**src/rtl/vga_scan_gen_if.sv**
```systemverilog
// Scan-address bundle from vga_scan_gen to hit-test consumers.
// Master drives the raster position, sync and frame timing.
interface vga_scan_gen_if;
  logic        pix_en;
  logic [9:0]  addr_x;
  logic [9:0]  addr_y;
  logic        active;
  logic        hsync_n;
  logic        vsync_n;
  logic        line_start;
  logic        frame_start;
  logic [15:0] frame_count;

  modport master (
    output pix_en, addr_x, addr_y, active,
    output hsync_n, vsync_n,
    output line_start, frame_start, frame_count
  );

  modport slave (
    input pix_en, addr_x, addr_y, active,
    input hsync_n, vsync_n,
    input line_start, frame_start, frame_count
  );
endinterface

```
**src/rtl/vga_scan_gen.sv**
```systemverilog
// Raster scan generator: pixel address stream, VGA sync/blank,
// line/frame pulses and a wrapping frame counter.
module vga_scan_gen #(
  parameter int PIX_DIV  = 2,
  parameter int H_ACTIVE = 640,
  parameter int H_FP     = 16,
  parameter int H_SYNC   = 96,
  parameter int H_BP     = 48,
  parameter int V_ACTIVE = 480,
  parameter int V_FP     = 10,
  parameter int V_SYNC   = 2,
  parameter int V_BP     = 33
) (
  input  logic         clock,
  input  logic         resetn,
  vga_scan_gen_if.master scan
);

  localparam int H_TOTAL = H_ACTIVE + H_FP + H_SYNC + H_BP;
  localparam int V_TOTAL = V_ACTIVE + V_FP + V_SYNC + V_BP;

  localparam logic [2:0] DIV_LAST = 3'(PIX_DIV - 1);
  localparam logic [9:0] H_LAST   = 10'(H_TOTAL - 1);
  localparam logic [9:0] V_LAST   = 10'(V_TOTAL - 1);
  localparam logic [9:0] H_VIS    = 10'(H_ACTIVE);
  localparam logic [9:0] V_VIS    = 10'(V_ACTIVE);
  localparam logic [9:0] HS_BEG   = 10'(H_ACTIVE + H_FP);
  localparam logic [9:0] HS_END   = 10'(H_ACTIVE + H_FP + H_SYNC);
  localparam logic [9:0] VS_BEG   = 10'(V_ACTIVE + V_FP);
  localparam logic [9:0] VS_END   = 10'(V_ACTIVE + V_FP + V_SYNC);

  logic [2:0]  div_q, div_d;
  logic        pix_en_q, pix_en_d;
  logic [9:0]  h_q, h_d;
  logic [9:0]  v_q, v_d;
  logic        active_q, active_d;
  logic        hsync_n_q, hsync_n_d;
  logic        vsync_n_q, vsync_n_d;
  logic        line_q, line_d;
  logic        frame_q, frame_d;
  logic [15:0] fcnt_q, fcnt_d;

  logic tick;
  logic h_wrap;
  logic v_wrap;

  // Divider, counter advance and registered output decode.
  always_comb begin
    tick      = (div_q == DIV_LAST);
    h_wrap    = (h_q == H_LAST);
    v_wrap    = (v_q == V_LAST);
    div_d     = tick ? 3'd0 : div_q + 3'd1;
    pix_en_d  = tick;
    h_d       = h_q;
    v_d       = v_q;
    active_d  = active_q;
    hsync_n_d = hsync_n_q;
    vsync_n_d = vsync_n_q;
    line_d    = 1'b0;
    frame_d   = 1'b0;
    fcnt_d    = fcnt_q;
    if (tick) begin
      h_d = h_wrap ? 10'd0 : h_q + 10'd1;
      if (h_wrap) begin
        v_d = v_wrap ? 10'd0 : v_q + 10'd1;
      end
      line_d  = h_wrap;
      frame_d = h_wrap && v_wrap;
      if (h_wrap && v_wrap) begin
        fcnt_d = fcnt_q + 16'd1;
      end
      active_d  = (h_d < H_VIS) && (v_d < V_VIS);
      hsync_n_d = !((h_d >= HS_BEG) && (h_d < HS_END));
      vsync_n_d = !((v_d >= VS_BEG) && (v_d < VS_END));
    end
  end

  // State and output registers.
  always_ff @(posedge clock or negedge resetn) begin
    if (!resetn) begin
      div_q     <= '0;
      pix_en_q  <= 1'b0;
      h_q       <= '0;
      v_q       <= '0;
      active_q  <= 1'b0;
      hsync_n_q <= 1'b1;
      vsync_n_q <= 1'b1;
      line_q    <= 1'b0;
      frame_q   <= 1'b0;
      fcnt_q    <= '0;
    end else begin
      div_q     <= div_d;
      pix_en_q  <= pix_en_d;
      h_q       <= h_d;
      v_q       <= v_d;
      active_q  <= active_d;
      hsync_n_q <= hsync_n_d;
      vsync_n_q <= vsync_n_d;
      line_q    <= line_d;
      frame_q   <= frame_d;
      fcnt_q    <= fcnt_d;
    end
  end

  assign scan.pix_en      = pix_en_q;
  assign scan.addr_x      = h_q;
  assign scan.addr_y      = v_q;
  assign scan.active      = active_q;
  assign scan.hsync_n     = hsync_n_q;
  assign scan.vsync_n     = vsync_n_q;
  assign scan.line_start  = line_q;
  assign scan.frame_start = frame_q;
  assign scan.frame_count = fcnt_q;

endmodule

```
**src/flat_wrapper.sv**
```systemverilog
// flat-port wrapper written by rule: the top's interface ports become plain ports
module vga_scan_gen_flat 
#(
  parameter int PIX_DIV  = 2,
  parameter int H_ACTIVE = 640,
  parameter int H_FP     = 16,
  parameter int H_SYNC   = 96,
  parameter int H_BP     = 48,
  parameter int V_ACTIVE = 480,
  parameter int V_FP     = 10,
  parameter int V_SYNC   = 2,
  parameter int V_BP     = 33
)
  (clock, resetn, scan_pix_en, scan_addr_x, scan_addr_y, scan_active, scan_hsync_n, scan_vsync_n, scan_line_start, scan_frame_start, scan_frame_count);
  vga_scan_gen_if scan_i ();
  input  logic clock;
  input  logic resetn;
  output wire logic [$bits(scan_i.pix_en)-1:0] scan_pix_en;
  output wire logic [$bits(scan_i.addr_x)-1:0] scan_addr_x;
  output wire logic [$bits(scan_i.addr_y)-1:0] scan_addr_y;
  output wire logic [$bits(scan_i.active)-1:0] scan_active;
  output wire logic [$bits(scan_i.hsync_n)-1:0] scan_hsync_n;
  output wire logic [$bits(scan_i.vsync_n)-1:0] scan_vsync_n;
  output wire logic [$bits(scan_i.line_start)-1:0] scan_line_start;
  output wire logic [$bits(scan_i.frame_start)-1:0] scan_frame_start;
  output wire logic [$bits(scan_i.frame_count)-1:0] scan_frame_count;
  assign scan_pix_en = scan_i.pix_en;
  assign scan_addr_x = scan_i.addr_x;
  assign scan_addr_y = scan_i.addr_y;
  assign scan_active = scan_i.active;
  assign scan_hsync_n = scan_i.hsync_n;
  assign scan_vsync_n = scan_i.vsync_n;
  assign scan_line_start = scan_i.line_start;
  assign scan_frame_start = scan_i.frame_start;
  assign scan_frame_count = scan_i.frame_count;
  vga_scan_gen #(.PIX_DIV(PIX_DIV), .H_ACTIVE(H_ACTIVE), .H_FP(H_FP), .H_SYNC(H_SYNC), .H_BP(H_BP), .V_ACTIVE(V_ACTIVE), .V_FP(V_FP), .V_SYNC(V_SYNC), .V_BP(V_BP)) u_core (.clock(clock), .resetn(resetn), .scan(scan_i));
endmodule
```
**config.mk**
```make
export PLATFORM = sky130hd
export DESIGN_NAME = vga_scan_gen_flat
export DESIGN_NICKNAME = d
export VERILOG_FILES = /design/src/rtl/vga_scan_gen_if.sv /design/src/rtl/vga_scan_gen.sv /design/src/flat_wrapper.sv
export SDC_FILE = /design/constraint.sdc
export NUM_CORES = 1
export LEC_CHECK = 0
export BUFFER_PORTS_ARGS = -buffer_cell sky130_fd_sc_hd__buf_2
export CAP_MARGIN = 25
export CORE_MARGIN = 2
export CORE_UTILIZATION = 30
export DETAILED_ROUTE_END_ITERATION = 10
export REMOVE_ABC_BUFFERS = 1
export SYNTH_ARGS = -nofsm -noshare
export SYNTH_HDL_FRONTEND = slang
export SYNTH_SLANG_ARGS = --single-unit
```
**constraint.sdc**
```tcl
create_clock -name clock -period 5.6 [get_ports clock]
set_input_delay 1.12 -clock clock [delete_from_list [all_inputs] [get_ports clock]]
set_output_delay 1.12 -clock clock [all_outputs]
set_load 0.01 [all_outputs]
```
==> run summary <==
Status = finished clean
Global route overflow = 0
Max stage delay on crit path = 0.70 ns
Worst r2r src = u_core.scan.addr_y[1]$_DFFE_PN0P_
Critical Path Start = u_core.scan.addr_y[1]$_DFFE_PN0P_
First-pass GRT wire length = 8790 um
DIE AREA = 8687 um2
WS Path Type = register to register
Pleak = 1.289 nW
Ys Warns = 0
Nets@finish = 288
Clk_skew = 0.01501 ns
VDD IR max = 0.08508 mV
Critical path required time = 5.80 ns
1st-iter DRT viols = 184
Final hold viol count = 0
Initial DRT Pass Iterations = 4
Unrepaired setup endpoints after global routing = false
Fin crit period = 2.471 ns
Ports = 44
Die Width = 93.21 um
R2R depth = 8
Final setup violation count = 0
Synthesized netlist cell count = 246
Critical R2R Capture = u_core.scan.frame_count[15]$_DFFE_PN0P_
Area Overhead vs Synth = 15.20%
Startpoint types = register
Vias in the first global route = 1777
Clock buffer depth = 2
TritonCTS clock tree = yes
Initial core utilization = 0.3089
Rel. slew slack = 0.4997
Final Slew Violations = 0
Clock H-tree levels = 2
Critical Path AT = 2.67 ns
CP endpoint = u_core.scan.frame_count[15]$_DFFE_PN0P_
Die Ht = 93.21 um
Synth Area per Inst = 9.704 um2
Total GRT Usage = 0.1271
Final worst-path cycle share = 0.4413
Yosys top cell area share = 0.4507
Final Core Density = 0.3559
Main area contributors after synthesis = dfrtp_1, xnor2_1, nand2_1
CORE AREA = 7727 um2
Worst-path fanout max = 10
Slowest-stage cell, CP = or4b_1
Placement Setup Slack = 3.113 ns
DR WL/cell = 13.58 um
Worst Hold Path Cells = 1
Via Count = 1884
#FFs+latches synth = 45
Fin Hold WS = 0.4722 ns
Post-synthesis async set-or-reset flop share = 1.000
Diodes inserted = 0
Sequential element share of the synthesized area = 0.4727
Post-Route WL = 5227 um
Crit path capture type = register
Max cap viols = 0
Setup TNS = 0 ns
Final worst slack = 3.129 ns
Detail Placement HPWL = 3777 um
Netlist cell types = 51
Ratio of cells with drive above 1 in the final layout = 0.2403
Synthesized area = 2387 um2
DRC viols = 0
Post-CTS Setup Inserts = 0
Reg2reg setup slack = 3.13 ns
Post-synth EDFFs = 0
Crit path buf inv count = 1
Final GP Congestion = 0.8379
Top Family by Delay on Critical Path = simple AND/OR/NAND/NOR gates
Top cell type by total area after synthesis = dfrtp_1
CTS sink cnt = 45
Placed instance count = 376
Hold-fix buffer count after cts = 0
Clock Latency Late Sink = 0.30 ns
P per Cell Area = 191.6 nW/um2
Clk root buf = clkbuf_8
CP cell instances = inv_1 -> ha_1 -> nand4_1 -> or4b_1 -> or3_4 -> nor2_4 -> nand3_1 -> xnor2_1
Largest net degree at the start of global routing = 46
Post_cts resized = 0
CTS Buf Count = 5
Vias per Instance = 4.894
Worst-Margin Slew = 0.7401 ns
Post-DRT Antenna Nets = 0
PortBufs = 43
Row Count = 32
Stages on worst setup path = 8
Hold Path Class = register to register
Initial antenna violation count = 0
Fmax = 0.4046 GHz
Finished Layout Cells = 385
Top FF cell, synth = dfrtp_1
Clock-pin slew on the worst setup and hold paths = 0.09 ns
==> power by group <==
part	switching [W]	internal (W)	total, W
clock	0.000106	0.0000877	0.000194
sequential	0	0.000325	0.000325
combinational	0.00000643	0.00000168	0.00000811
total	0.000113	0.000414	0.000527
==> worst min-delay path by stage <==
| stage | end | slack [ns] | start |
|---|---|---|---|
| after floorplan | u_core.div_q[0]$_DFF_PN0_ | 0.44 | u_core.div_q[0]$_DFF_PN0_ |
| final | u_core.scan.frame_count[15]$_DFFE_PN0P_ | 0.47 | u_core.scan.frame_count[15]$_DFFE_PN0P_ |
| after CTS | u_core.scan.frame_count[15]$_DFFE_PN0P_ | 0.47 | u_core.scan.frame_count[15]$_DFFE_PN0P_ |
| after global placement | u_core.div_q[0]$_DFF_PN0_ | 0.45 | u_core.div_q[0]$_DFF_PN0_ |
| after detailed placement | u_core.scan.frame_count[15]$_DFFE_PN0P_ | 0.46 | u_core.scan.frame_count[15]$_DFFE_PN0P_ |
| after global routing | u_core.scan.frame_count[6]$_DFFE_PN0P_ | 0.50 | u_core.scan.frame_count[6]$_DFFE_PN0P_ |
==> metrics by stage <==
stage	total power (W)	area, um2
floorplan	0.0003312	2306
global placement	0.0003380	2649
detailed placement	0.0003382	2649
CTS	0.0005321	2730
global route	0.0005511	2750
finish	0.0005269	2750
==> area by class of cell <==
class / count / area [um2]
fill: 815 / 4977
multi-input combinational: 177 / 1144
sequential: 45 / 1129
timing repair buffer: 44 / 235.2
tap: 102 / 127.6
clock buffer: 7 / 76.32
inverter: 9 / 33.78
clock inverter: 1 / 5.005
==> sequential cells by signal, indices dropped and copies added, names as in the netlist, 3 cells and up <==
| name | flops |
|---|---|
| u_core.scan.frame_count | 16 |
| u_core.div_q | 3 |
| u_core.scan.addr_x | 10 |
| u_core.scan.addr_y | 10 |
==> routing by layer <==
metal / vias to the layer above / global-route usage / routed length, um
li1: 951 / - / -
met1: 892 / 0.1761 / 2549
met2: 33 / 0.1932 / 2345
met3: 8 / 0.02981 / 243
met4: 0 / 0.04779 / 89
met5: - / 0 / 0
==> cell usage in the layout, fill, tap and decap left out, types with 3 or more instances in the layout <==
| cell type | n |
|---|---|
| a31oi_1 | 4 |
| or3_1 | 4 |
| dfrtp_1 | 43 |
| nand2_1 | 27 |
| clkbuf_8 | 5 |
| and3_1 | 5 |
| nand3_1 | 19 |
| xnor2_1 | 14 |
| buf_2 | 43 |
| a21oi_1 | 7 |
| xor2_1 | 10 |
| nand4_1 | 7 |
| ha_1 | 4 |
| nor2_1 | 12 |
| nor3_1 | 5 |
| o21ai_0 | 18 |
| inv_1 | 7 |
| and4_1 | 4 |
| o31ai_1 | 3 |
==> cell usage after synthesis (all sizes together), types with 7 or more instances <==
cell	instances
a21oi	8
and3	7
clkbuf	9
dfrtp	43
inv	9
nand2	27
nand3	19
nand4	8
nor2	13
nor3	7
o21ai	18
xnor2	14
xor2	10
==> cells by family (layout without fill, tap and decap cells) <==
kind of cell	after synthesis	after routing	share of synthesized area
AOI/OAI and AO/OA	45	45	0.1200
xor gates and xnor gates	24	24	0.08805
adders and majority gates	4	4	0.02097
buffers and inverters	24	61	0.04822
DFF	45	45	0.4727
muxes	1	1	0.004717
and+or+nand+nor	103	103	0.2453
Power figures use the tool's default switching activity.
